--- src/rtl/seq_round_ctrl.sv ---
// Round sequencer for the memory game: plays the stored colour sequence on the LEDs,
// then checks the player's presses step by step and pulses round_ok or round_fail.
module seq_round_ctrl #(
    parameter int MAX_LEN        = 16,
    parameter int COLOR_W        = 2,
    parameter int ON_CYCLES      = 4,
    parameter int OFF_CYCLES     = 2,
    parameter int TIMEOUT_CYCLES = 64
) (
    input  logic                         clk,
    input  logic                         rst,
    input  logic                         start,
    input  logic [$clog2(MAX_LEN+1)-1:0] len,
    output logic [$clog2(MAX_LEN)-1:0]   mem_addr,
    input  logic [COLOR_W-1:0]           mem_rdata,
    output logic                         led_on,
    output logic [COLOR_W-1:0]           led_color,
    input  logic                         btn_valid,
    input  logic [COLOR_W-1:0]           btn_color,
    output logic                         busy,
    output logic                         round_ok,
    output logic                         round_fail
);

    localparam int LEN_W  = $clog2(MAX_LEN + 1);
    localparam int ADDR_W = $clog2(MAX_LEN);
    localparam int TMAX_A = (ON_CYCLES > OFF_CYCLES) ? ON_CYCLES : OFF_CYCLES;
    localparam int TMAX   = (TMAX_A > TIMEOUT_CYCLES) ? TMAX_A : TIMEOUT_CYCLES;
    localparam int TMR_W  = $clog2(TMAX + 1);

    localparam logic [TMR_W-1:0] ON_LAST  = TMR_W'(ON_CYCLES - 1);
    localparam logic [TMR_W-1:0] OFF_LAST = TMR_W'(OFF_CYCLES - 1);
    localparam logic [TMR_W-1:0] TO_LAST  = TMR_W'(TIMEOUT_CYCLES - 1);
    localparam logic [LEN_W-1:0] LEN_MAX  = LEN_W'(MAX_LEN);

    typedef enum logic [2:0] {
        ST_IDLE,
        ST_SHOW_ON,
        ST_SHOW_OFF,
        ST_WAIT_IN,
        ST_OK,
        ST_FAIL
    } state_t;

    state_t             state_q, state_d;
    logic [ADDR_W-1:0]  idx_q, idx_d;
    logic [TMR_W-1:0]   timer_q, timer_d;
    logic [LEN_W-1:0]   len_q, len_d;

    logic len_valid;
    logic last_step;

    assign len_valid = (len != '0) && (len <= LEN_MAX);
    // idx is compared in the wider length domain so len_q = MAX_LEN needs no special case
    assign last_step = (LEN_W'(idx_q) == (len_q - LEN_W'(1)));

    always_comb begin
        state_d = state_q;
        idx_d   = idx_q;
        timer_d = timer_q;
        len_d   = len_q;

        case (state_q)
            ST_IDLE: begin
                if (start && len_valid) begin
                    state_d = ST_SHOW_ON;
                    len_d   = len;
                    idx_d   = '0;
                    timer_d = '0;
                end
            end

            ST_SHOW_ON: begin
                if (timer_q == ON_LAST) begin
                    state_d = ST_SHOW_OFF;
                    timer_d = '0;
                end else begin
                    timer_d = timer_q + TMR_W'(1);
                end
            end

            ST_SHOW_OFF: begin
                if (timer_q == OFF_LAST) begin
                    timer_d = '0;
                    if (last_step) begin
                        state_d = ST_WAIT_IN;
                        idx_d   = '0;
                    end else begin
                        state_d = ST_SHOW_ON;
                        idx_d   = idx_q + ADDR_W'(1);
                    end
                end else begin
                    timer_d = timer_q + TMR_W'(1);
                end
            end

            // A press is always evaluated first, so it wins over a timeout in the same cycle
            ST_WAIT_IN: begin
                if (btn_valid) begin
                    if (btn_color == mem_rdata) begin
                        if (last_step) begin
                            state_d = ST_OK;
                        end else begin
                            idx_d   = idx_q + ADDR_W'(1);
                            timer_d = '0;
                        end
                    end else begin
                        state_d = ST_FAIL;
                    end
                end else if (timer_q == TO_LAST) begin
                    state_d = ST_FAIL;
                end else begin
                    timer_d = timer_q + TMR_W'(1);
                end
            end

            ST_OK, ST_FAIL: begin
                state_d = ST_IDLE;
                idx_d   = '0;
                timer_d = '0;
            end

            default: begin
                state_d = ST_IDLE;
                idx_d   = '0;
                timer_d = '0;
            end
        endcase
    end

    always_ff @(posedge clk) begin
        if (rst) begin
            state_q <= ST_IDLE;
            idx_q   <= '0;
            timer_q <= '0;
        end else begin
            state_q <= state_d;
            idx_q   <= idx_d;
            timer_q <= timer_d;
        end
    end

    // len_q is only meaningful after a start has been accepted, so it carries no reset
    always_ff @(posedge clk) begin
        len_q <= len_d;
    end

    always_comb begin
        mem_addr   = idx_q;
        led_on     = (state_q == ST_SHOW_ON);
        led_color  = led_on ? mem_rdata : '0;
        busy       = (state_q != ST_IDLE);
        round_ok   = (state_q == ST_OK);
        round_fail = (state_q == ST_FAIL);
    end

endmodule

--- config.mk ---
export PLATFORM = sky130hd
export DESIGN_NAME = seq_round_ctrl
export DESIGN_NICKNAME = d
export VERILOG_FILES = /design/src/rtl/seq_round_ctrl.sv
export SDC_FILE = /design/constraint.sdc
export NUM_CORES = 1
export LEC_CHECK = 0
export BUFFER_PORTS_ARGS = -buffer_cell sky130_fd_sc_hd__buf_2
export CORE_MARGIN = 2
export CORE_UTILIZATION = 58
export CTS_BUF_LIST = sky130_fd_sc_hd__clkbuf_16
export CTS_CLUSTER_DIAMETER = 30
export CTS_CLUSTER_SIZE = 16
export DETAILED_ROUTE_END_ITERATION = 6
export PLACE_DENSITY_LB_ADDON = 0.08
export SETUP_SLACK_MARGIN = 0.02
export SYNTH_ARGS = -nofsm -noshare
export SYNTH_HDL_FRONTEND = slang
export SYNTH_SLANG_ARGS = --single-unit
--- constraint.sdc ---
create_clock -name clk -period 3.6 [get_ports clk]
set_clock_uncertainty 0.1 [all_clocks]
set_input_delay 0.72 -clock clk [delete_from_list [all_inputs] [get_ports clk]]
set_output_delay 0.72 -clock clk [all_outputs]
set_load 0.005 [all_outputs]
==> results by stage, run 1 <==
Pwr:
- In this run the power density over the cells is 360 mW/mm2.
- In this run the static leakage power is 0.605 nW.
- The worst voltage drop across the vdd grid is 226 uV.

Worst setup path:
- The arrival time reported for the critical path endpoint is 2.61 ns.
- Along the worst path, the maximum fanout reaches 13.
- Across all register-to-register paths, the minimum setup slack is 1.13 ns.
- The worst setup path is captured at a flop.
- In this run the critical register-to-register path is captured at timer_q[3].
- The startpoint of the lowest-slack register-to-register path is len_q[0].
- The critical path is of the primary input to flop type.
- The startpoint type of the worst setup path is a primary input.
- The depth of the worst register-to-register path is 8.
- At the worst endpoint, the required time is 3.68 ns.

CTS:
- In this run the post-CTS setup repair buffer count came out at 0.
- The maximum level of the CTS H-tree is 1.
- Clock-pin slew was measured on the worst setup and hold paths at 0.05 ns.
- The number of buffers inserted during clock tree synthesis is 3.
- The clock tree from TritonCTS is yes.
- The clock net sink count is 19.
- For this design, the CTS-stage hold fixing added 0 buffers.
- Gates resized during post-CTS repair numbered 0.
- The cell chosen for the clock root is sky130_fd_sc_hd__clkbuf_16.
- The clock network latency to the later pin of the worst-skew pair is 0.25 ns.
- The deepest clock path buffer count is 2.

Synthesis:
- The Yosys step of the flow raised 0 warnings.
- The netlist uses 46 different library cells.
- The instance count of the mapped netlist is 142.
- The number of synthesized register bits is 19.
- Of the synthesized area, sequential elements account for 0.352.
- Sorting the synthesized cells by area gives the leading types as sky130_fd_sc_hd__dfxtp_1 (23%), sky130_fd_sc_hd__edfxtp_1 (12%), sky130_fd_sc_hd__nor2_1 (5.5%), sky130_fd_sc_hd__ha_1 (4.1%), sky130_fd_sc_hd__xnor2_1 (3.6%).
- In the synthesized netlist the async set-or-reset flop fraction comes to 0.
- Dividing the synthesized area by the synthesized cell count gives 8.60 um2.
- The combined area of all synthesized cells is 0.00122 mm2.
- The dominant synthesized flop cell is sky130_fd_sc_hd__dfxtp_1.
- Of the post-synthesis cell area, the dominant cell type holds 0.230.
- sky130_fd_sc_hd__dfxtp_1 takes more of the synthesized area than any other cell.
- In this run, synthesis inferred 5 flip-flops with an integrated enable.
- The number of nets in the synthesized netlist is 159.

Finish:
- The final layout contains 182 nets.
- Leaving out fill and tap cells, the most frequent cell in the layout is sky130_fd_sc_hd__buf_2.
- Leaving out fill and tap cells, the most frequent cells in the layout are sky130_fd_sc_hd__buf_2 (22), sky130_fd_sc_hd__nor2_1 (18), sky130_fd_sc_hd__dfxtp_1 (14).
- The number of antenna diodes in the final layout is 0.
- Relative to the synthesized area, the layout overhead comes to 17.1%.
- The finished layout holds 191 standard cells, fillers aside.
- The layout cell share with drive strength beyond 1 is 0.207.
- The count of filler cells inserted in the layout is 154.

Die:
- The cell row count is 16.
- The floorplan step defined a core boundary enclosing 0.00198 mm2.
- The area of the die is 0.00249 mm2.
- The number of ports placed on the die boundary is 23.
- Measured along the y axis, the die boundary spans 49.9 um.
- The effective utilization at floorplan is 0.616.
- From left edge to right edge, the die measures 49.9 um.

Run status:
- The flow ran to the end, and the final reports show no timing, DRC or antenna violations.

Timing:
- Setup repair after global routing left no endpoint under its margin.
- The setup-violating endpoint count in the final report is 0.
- The clock period could shrink to 2.53 ns.
- The worst max-slew margin expressed relative to the limit is 0.711.
- At the pin with the least slew margin, the transition time is 0.431 ns.
- The timing-limited maximum frequency is 396 MHz.
- The count of pins over their slew limit came to 0.
- The number of failing hold endpoints at the final stage came to 0.
- The final total negative setup slack is 0 ns.
- In the finished design, the share of the clock period the worst path needs comes to 0.702.

Drt:
- Using the TritonRoute via totals, the vias-per-cell ratio works out to 5.95.
- The average routed wire per standard cell is 13.7 um.
- The routed wire length is 2.61 mm.
- The number of antenna-violating nets in the routed design is 0.
- The detailed router placed 1,136 vias in this run.
- The count of unresolved DRC violations after routing is 0.
- The number of detailed-routing iterations run before antenna repair is 4.
- The first-iteration detailed-routing DRC count is 38.

Place:
- The count of input and output buffers is 22.
- The cell total after placement is 187.
- Routability-driven placement finished with a final weighted congestion of 0.836.
- Summed over all nets, the half-perimeter wirelength after detailed placement is 1.94 mm.

Min path:
- Counting instances, the worst hold path has a depth of 2.
- The hold path endpoint is timer_q[1].
- The worst hold path class is flop to flop.
- In this run the most critical hold path is launched from timer_q[1].

Global routing:
- For this run, the total global-route usage over all layers was measured as 0.228.
- The first-pass GRT wire length is 4.36 mm.
- The via count of the first global-routing pass is 1,043.
- The total congestion overflow after global routing is 0.
- Entering global routing, the biggest net connects 15 pins.
- The initial antenna violation count is 0.

Run:
- The max-capacitance violation count is 0.
[critical path, cell delays in order]
cell and delay (ns):
sky130_fd_sc_hd__buf_2 0.10, sky130_fd_sc_hd__nor4_1 0.32, sky130_fd_sc_hd__mux2_2 0.42, sky130_fd_sc_hd__a32oi_1 0.19
sky130_fd_sc_hd__o21ai_2 0.17, sky130_fd_sc_hd__or4b_1 0.54, sky130_fd_sc_hd__a21oi_1 0.14
[cell families (layout without fill, tap and decap cells)]
group,count (synthesis),after routing,synth area share
mux,3,3,0.0266
fa+ha+maj,4,4,0.0410
flops,19,19,0.352
simple gates,65,65,0.293
xor+xnor,8,8,0.0574
compound gates,32,32,0.194
buf+inv,11,33,0.0359
[layer usage]
layer,vias to the layer above,share of wire,global-route usage
met3,6,0.038,0.0273
met1,533,0.42,0.261
met4,0,0.017,0.116
met5,-,0,0
li1,562,-,-
met2,35,0.52,0.413
[synth_stat cells (2+ instances only)]
master / instances
sky130_fd_sc_hd__dfxtp_1: 14
sky130_fd_sc_hd__o21ai_0: 5
sky130_fd_sc_hd__a21oi_1: 8
sky130_fd_sc_hd__nor2b_1: 2
sky130_fd_sc_hd__or4b_1: 2
sky130_fd_sc_hd__buf_2: 2
sky130_fd_sc_hd__nand3_1: 4
sky130_fd_sc_hd__and3_1: 6
sky130_fd_sc_hd__mux2_2: 2
sky130_fd_sc_hd__nand2_1: 9
sky130_fd_sc_hd__a211oi_1: 4
sky130_fd_sc_hd__ha_1: 4
sky130_fd_sc_hd__or3_1: 2
sky130_fd_sc_hd__nand2b_1: 3
sky130_fd_sc_hd__nor2_1: 18
sky130_fd_sc_hd__xor2_1: 3
sky130_fd_sc_hd__inv_1: 6
sky130_fd_sc_hd__nor3b_1: 3
sky130_fd_sc_hd__nand4b_1: 2
sky130_fd_sc_hd__edfxtp_1: 5
sky130_fd_sc_hd__a31oi_1: 2
sky130_fd_sc_hd__o21a_1: 2
sky130_fd_sc_hd__xnor2_1: 5
sky130_fd_sc_hd__clkbuf_1: 2
sky130_fd_sc_hd__nor3_1: 6
[state kept, by name (all words and copies together) (netlist names)]
name,flops
state_q,3
mem_addr,4
len_q,5
timer_q,7
[per-stage QoR]
step / utilization / setup slack (ns) / power (W) / instance area (um2) / hold WS, ns
final: 0.722 / 1.07 / 0.000514 / 1430 / 0.386
after global routing: 0.722 / 0.936 / 0.000530 / 1430 / 0.405
after CTS: 0.722 / 1.05 / 0.000512 / 1430 / 0.390
after detailed placement: 0.682 / 0.802 / 0.000292 / 1350 / 0.383
after global placement: 0.682 / 0.861 / 0.000290 / 1350 / 0.367
after floorplan: - / 1.18 / 0.000273 / 1220 / 0.357
[power breakdown]
group,switching [W],total [W],internal (W)
Combinational,0.0000333,0.0000580,0.0000247
Clock,0.0000782,0.000226,0.000148
Sequential,0.00000591,0.000230,0.000224
[area by class of cell]
class	instances	area [um2]	share of cell area
clock buffers	3	75.1	0.0525
clock inverters	1	3.75	0.00262
inverters	6	22.5	0.0157
multi-input cells	112	747	0.522
flip-flops and latches	19	430	0.301
well taps	27	33.8	0.0236
repair buffers	23	118	0.0822
[worst max-delay path by stage]
| stage | start | end | slack [ns] | cells past startpoint |
|---|---|---|---|---|
| 3_3_place_gp | len[1] | timer_q[3] | 0.86 | 7 |
| 6_report | len[1] | timer_q[3] | 1.07 | 7 |
| 4_1_cts | len[1] | timer_q[3] | 1.05 | 7 |
| 5_1_grt | len[1] | timer_q[3] | 0.94 | 7 |
| 2_1_floorplan | len[1] | timer_q[3] | 1.18 | 6 |
| 3_5_place_dp | len[1] | timer_q[3] | 0.80 | 7 |
Power figures use the tool's default switching activity.
==> run 2, diff against run 1 <==
- CORE_UTILIZATION: 58 -> 49
- clock period: 3.6 -> 2.05 ns (I/O delays scaled with it)
==> results by stage, run 2 (synthesized netlist as in run 1, its figures left out) <==
CTS:
- Counting every sink on the clock net gives 19.
- CTS built an H-tree with a depth of 1.
- The number of clock buffers added by TritonCTS is 3.
- The clock network latency to the later pin of the worst-skew pair is 0.25 ns.
- The clock tree from TritonCTS is yes.
- For this design, the CTS-stage hold fixing added 0 buffers.
- After clock tree synthesis, the clock-pin slew on the worst setup and hold paths is 0.06 ns.
- The deepest clock path buffer count is 2.
- The cell chosen for the clock root is sky130_fd_sc_hd__clkbuf_16.

Place:
- The count of input and output buffers is 22.
- Counting tap cells, the placed design contains a total of 199 instances.
- The detailed-placement wirelength estimate is 2.01 mm.
- The congestion estimate from routability-driven global placement came to 0.926.
- The total placed instance area is 0.00145 mm2.

Worst setup path:
- The startpoint type of the worst setup path is a flop.
- The worst setup path is of the flop to flop kind.
- STA classifies the critical path endpoint as a flop.
- The startpoint of the lowest-slack register-to-register path is len_q[1].
- For the worst setup path, the data arrival time is 2.28 ns.
- The launching element of the worst setup path is len_q[1].
- The data required time of the critical path is 2.13 ns.
- Of all nets on the critical path, the largest fanout is 7.

Die:
- The core area is 0.00241 mm2.
- The cell row count is 18.
- The area of the die is 0.00291 mm2.
- The vertical die dimension is 53.9 um.
- The number of ports placed on the die boundary is 23.
- The effective utilization at floorplan is 0.507.
- The width of the die is 53.9 um.

Timing:
- The timing-limited maximum frequency is 455 MHz.
- The final total negative setup slack is -0.831 ns.
- The count of pins over their slew limit is 0.
- Setup repair after global routing could not meet its margin everywhere.
- The worst max-slew margin expressed relative to the limit is 0.731.
- The worst-case setup margin in the final layout is -0.147 ns.
- Dividing the final minimum period by the clock period gives 1.07.
- The number of failing hold endpoints at the final stage is 0.
- The smallest clock period supported by the final layout is computed as 2.20 ns.
- For the pin with the worst max-slew slack, the measured transition is 0.403 ns.
- The setup-violating endpoint count in the final report is 10.

Drt:
- The routed wire length is 2.75 mm.
- The detailed router placed 1,173 vias in this run.
- The count of unresolved DRC violations after routing is 0.
- For this block, the initial DRC count from the detailed router was 46.
- The via density per instance is 5.67.
- The pre-antenna-repair detailed-routing pass consisted of 4 iterations.
- The average routed wire per standard cell is 13.3 um.
- The count of nets left with antenna violations once routing finished came out at 0.

Min path:
- The critical hold path startpoint is len[4].
- The min-delay analysis places its worst path in the category primary input to flop.

Global routing:
- The via count of the first global-routing pass is 1,019.
- The global router's overall resource usage is 0.211.
- The initial antenna violation count is 0.
- Entering global routing, the biggest net connects 12 pins.
- The first-pass GRT wire length is 4.41 mm.
- For this run the aggregate overflow at the end of global routing stands at 0.

Finish:
- Leaving out filler cells and counting taps, the final layout contains 207.
- After the last flow step, the layout net total stands at 195.
- In the layout the commonest cells are sky130_fd_sc_hd__buf_2 (22), sky130_fd_sc_hd__nor2_1 (17), sky130_fd_sc_hd__dfxtp_1 (14).
- After filler insertion, the fill cell instance count of the layout stands at 176.
- With fillers left out, the area of the finished cells amounts to 0.00165 mm2.
- The top register by number of flip-flops is timer_q.
- The most frequent standard cell in the layout excluding fill and tap cells is sky130_fd_sc_hd__buf_2.
- The layout cell share with drive strength beyond 1 is 0.356.
- Compared with the post-synthesis result, the final layout area differs by 34.7%.
- The number of flip-flops under the largest register name is 7.
- The share of the core filled with cells is 0.683.
- The number of antenna diodes in the final layout is 0.

Pwr:
- The power density over cell area is 581 mW/mm2.
- The worst voltage drop across the vdd grid is 350 uV.
- The standby leakage power is 0.694 nW.

Run status:
- The flow ran to the end, but the final reports show violations.
- The checks that failed: negative setup slack.

Run:
- The max-capacitance violation count is 0.
==> run 2: final cells by class <==
| type | instances | area, um2 | area share |
|---|---|---|---|
| sequential | 19 | 430 | 0.262 |
| clock buffer | 3 | 75.1 | 0.0456 |
| inverter | 6 | 22.5 | 0.0137 |
| timing repair buffer | 36 | 219 | 0.133 |
| multi-input combinational | 112 | 856 | 0.520 |
| tap | 30 | 37.5 | 0.0228 |
| clock inverter | 1 | 5.00 | 0.00304 |
==> run 2: metal layers <==
metal  vias to the layer above  wire length (um)  part of all wire  GRT usage
met1                       553              1350              0.49      0.300
met5                         -                 0                 0          0
met3                         4                93             0.034     0.0333
met2                        25              1280              0.47      0.319
met4                         0                21            0.0076     0.0769
li1                        591                 -                 -          -
==> run 2: timing repair <==
action	CTS	global route
gates cloned	0	0
endpoints found under the setup margin	11	12
buffers inserted	4	2
resized for setup	10	7
pin swaps	4	4
==> run 2: through the flow <==
step           total power, W  hold slack [ns]  setup WS [ns]
6_report             0.000955            0.251         -0.147
2_1_floorplan        0.000483            0.357        0.00547
3_5_place_dp         0.000531            0.388         -0.262
4_1_cts              0.000952            0.253         -0.107
5_1_grt              0.000993            0.254         -0.200
3_3_place_gp         0.000528            0.370         -0.198
==> run 2: path summary, 6_finish.rpt <==
path / to / slack, ns / cells past startpoint
hold / removal: len_q[4] / 0.25 / 1
setup reg to reg: timer_q[3] / -0.15 / 8
setup / recovery: timer_q[3] / -0.15 / 8
hold reg to reg: timer_q[1] / 0.39 / 2
==> run 2: critical path, cell delays in order, from the launching register on <==
cell,delay [ns]
sky130_fd_sc_hd__edfxtp_1,0.41
sky130_fd_sc_hd__inv_2,0.09
sky130_fd_sc_hd__ha_4,0.16
sky130_fd_sc_hd__nand3b_1,0.12
sky130_fd_sc_hd__a21oi_2,0.08
sky130_fd_sc_hd__o311ai_4,0.41
sky130_fd_sc_hd__o21ai_4,0.12
sky130_fd_sc_hd__or4b_1,0.50
sky130_fd_sc_hd__a21oi_2,0.13
==> run 2: power breakdown <==
group | leakage, nW | switching (W) | total (W) | internal [W]
Combinational | 0.494 | 0.0000745 | 0.000148 | 0.0000738
Sequential | 0.160 | 0.0000107 | 0.000405 | 0.000394
Clock | 0.0409 | 0.000141 | 0.000403 | 0.000261
Total | 0.694 | 0.000226 | 0.000955 | 0.000729
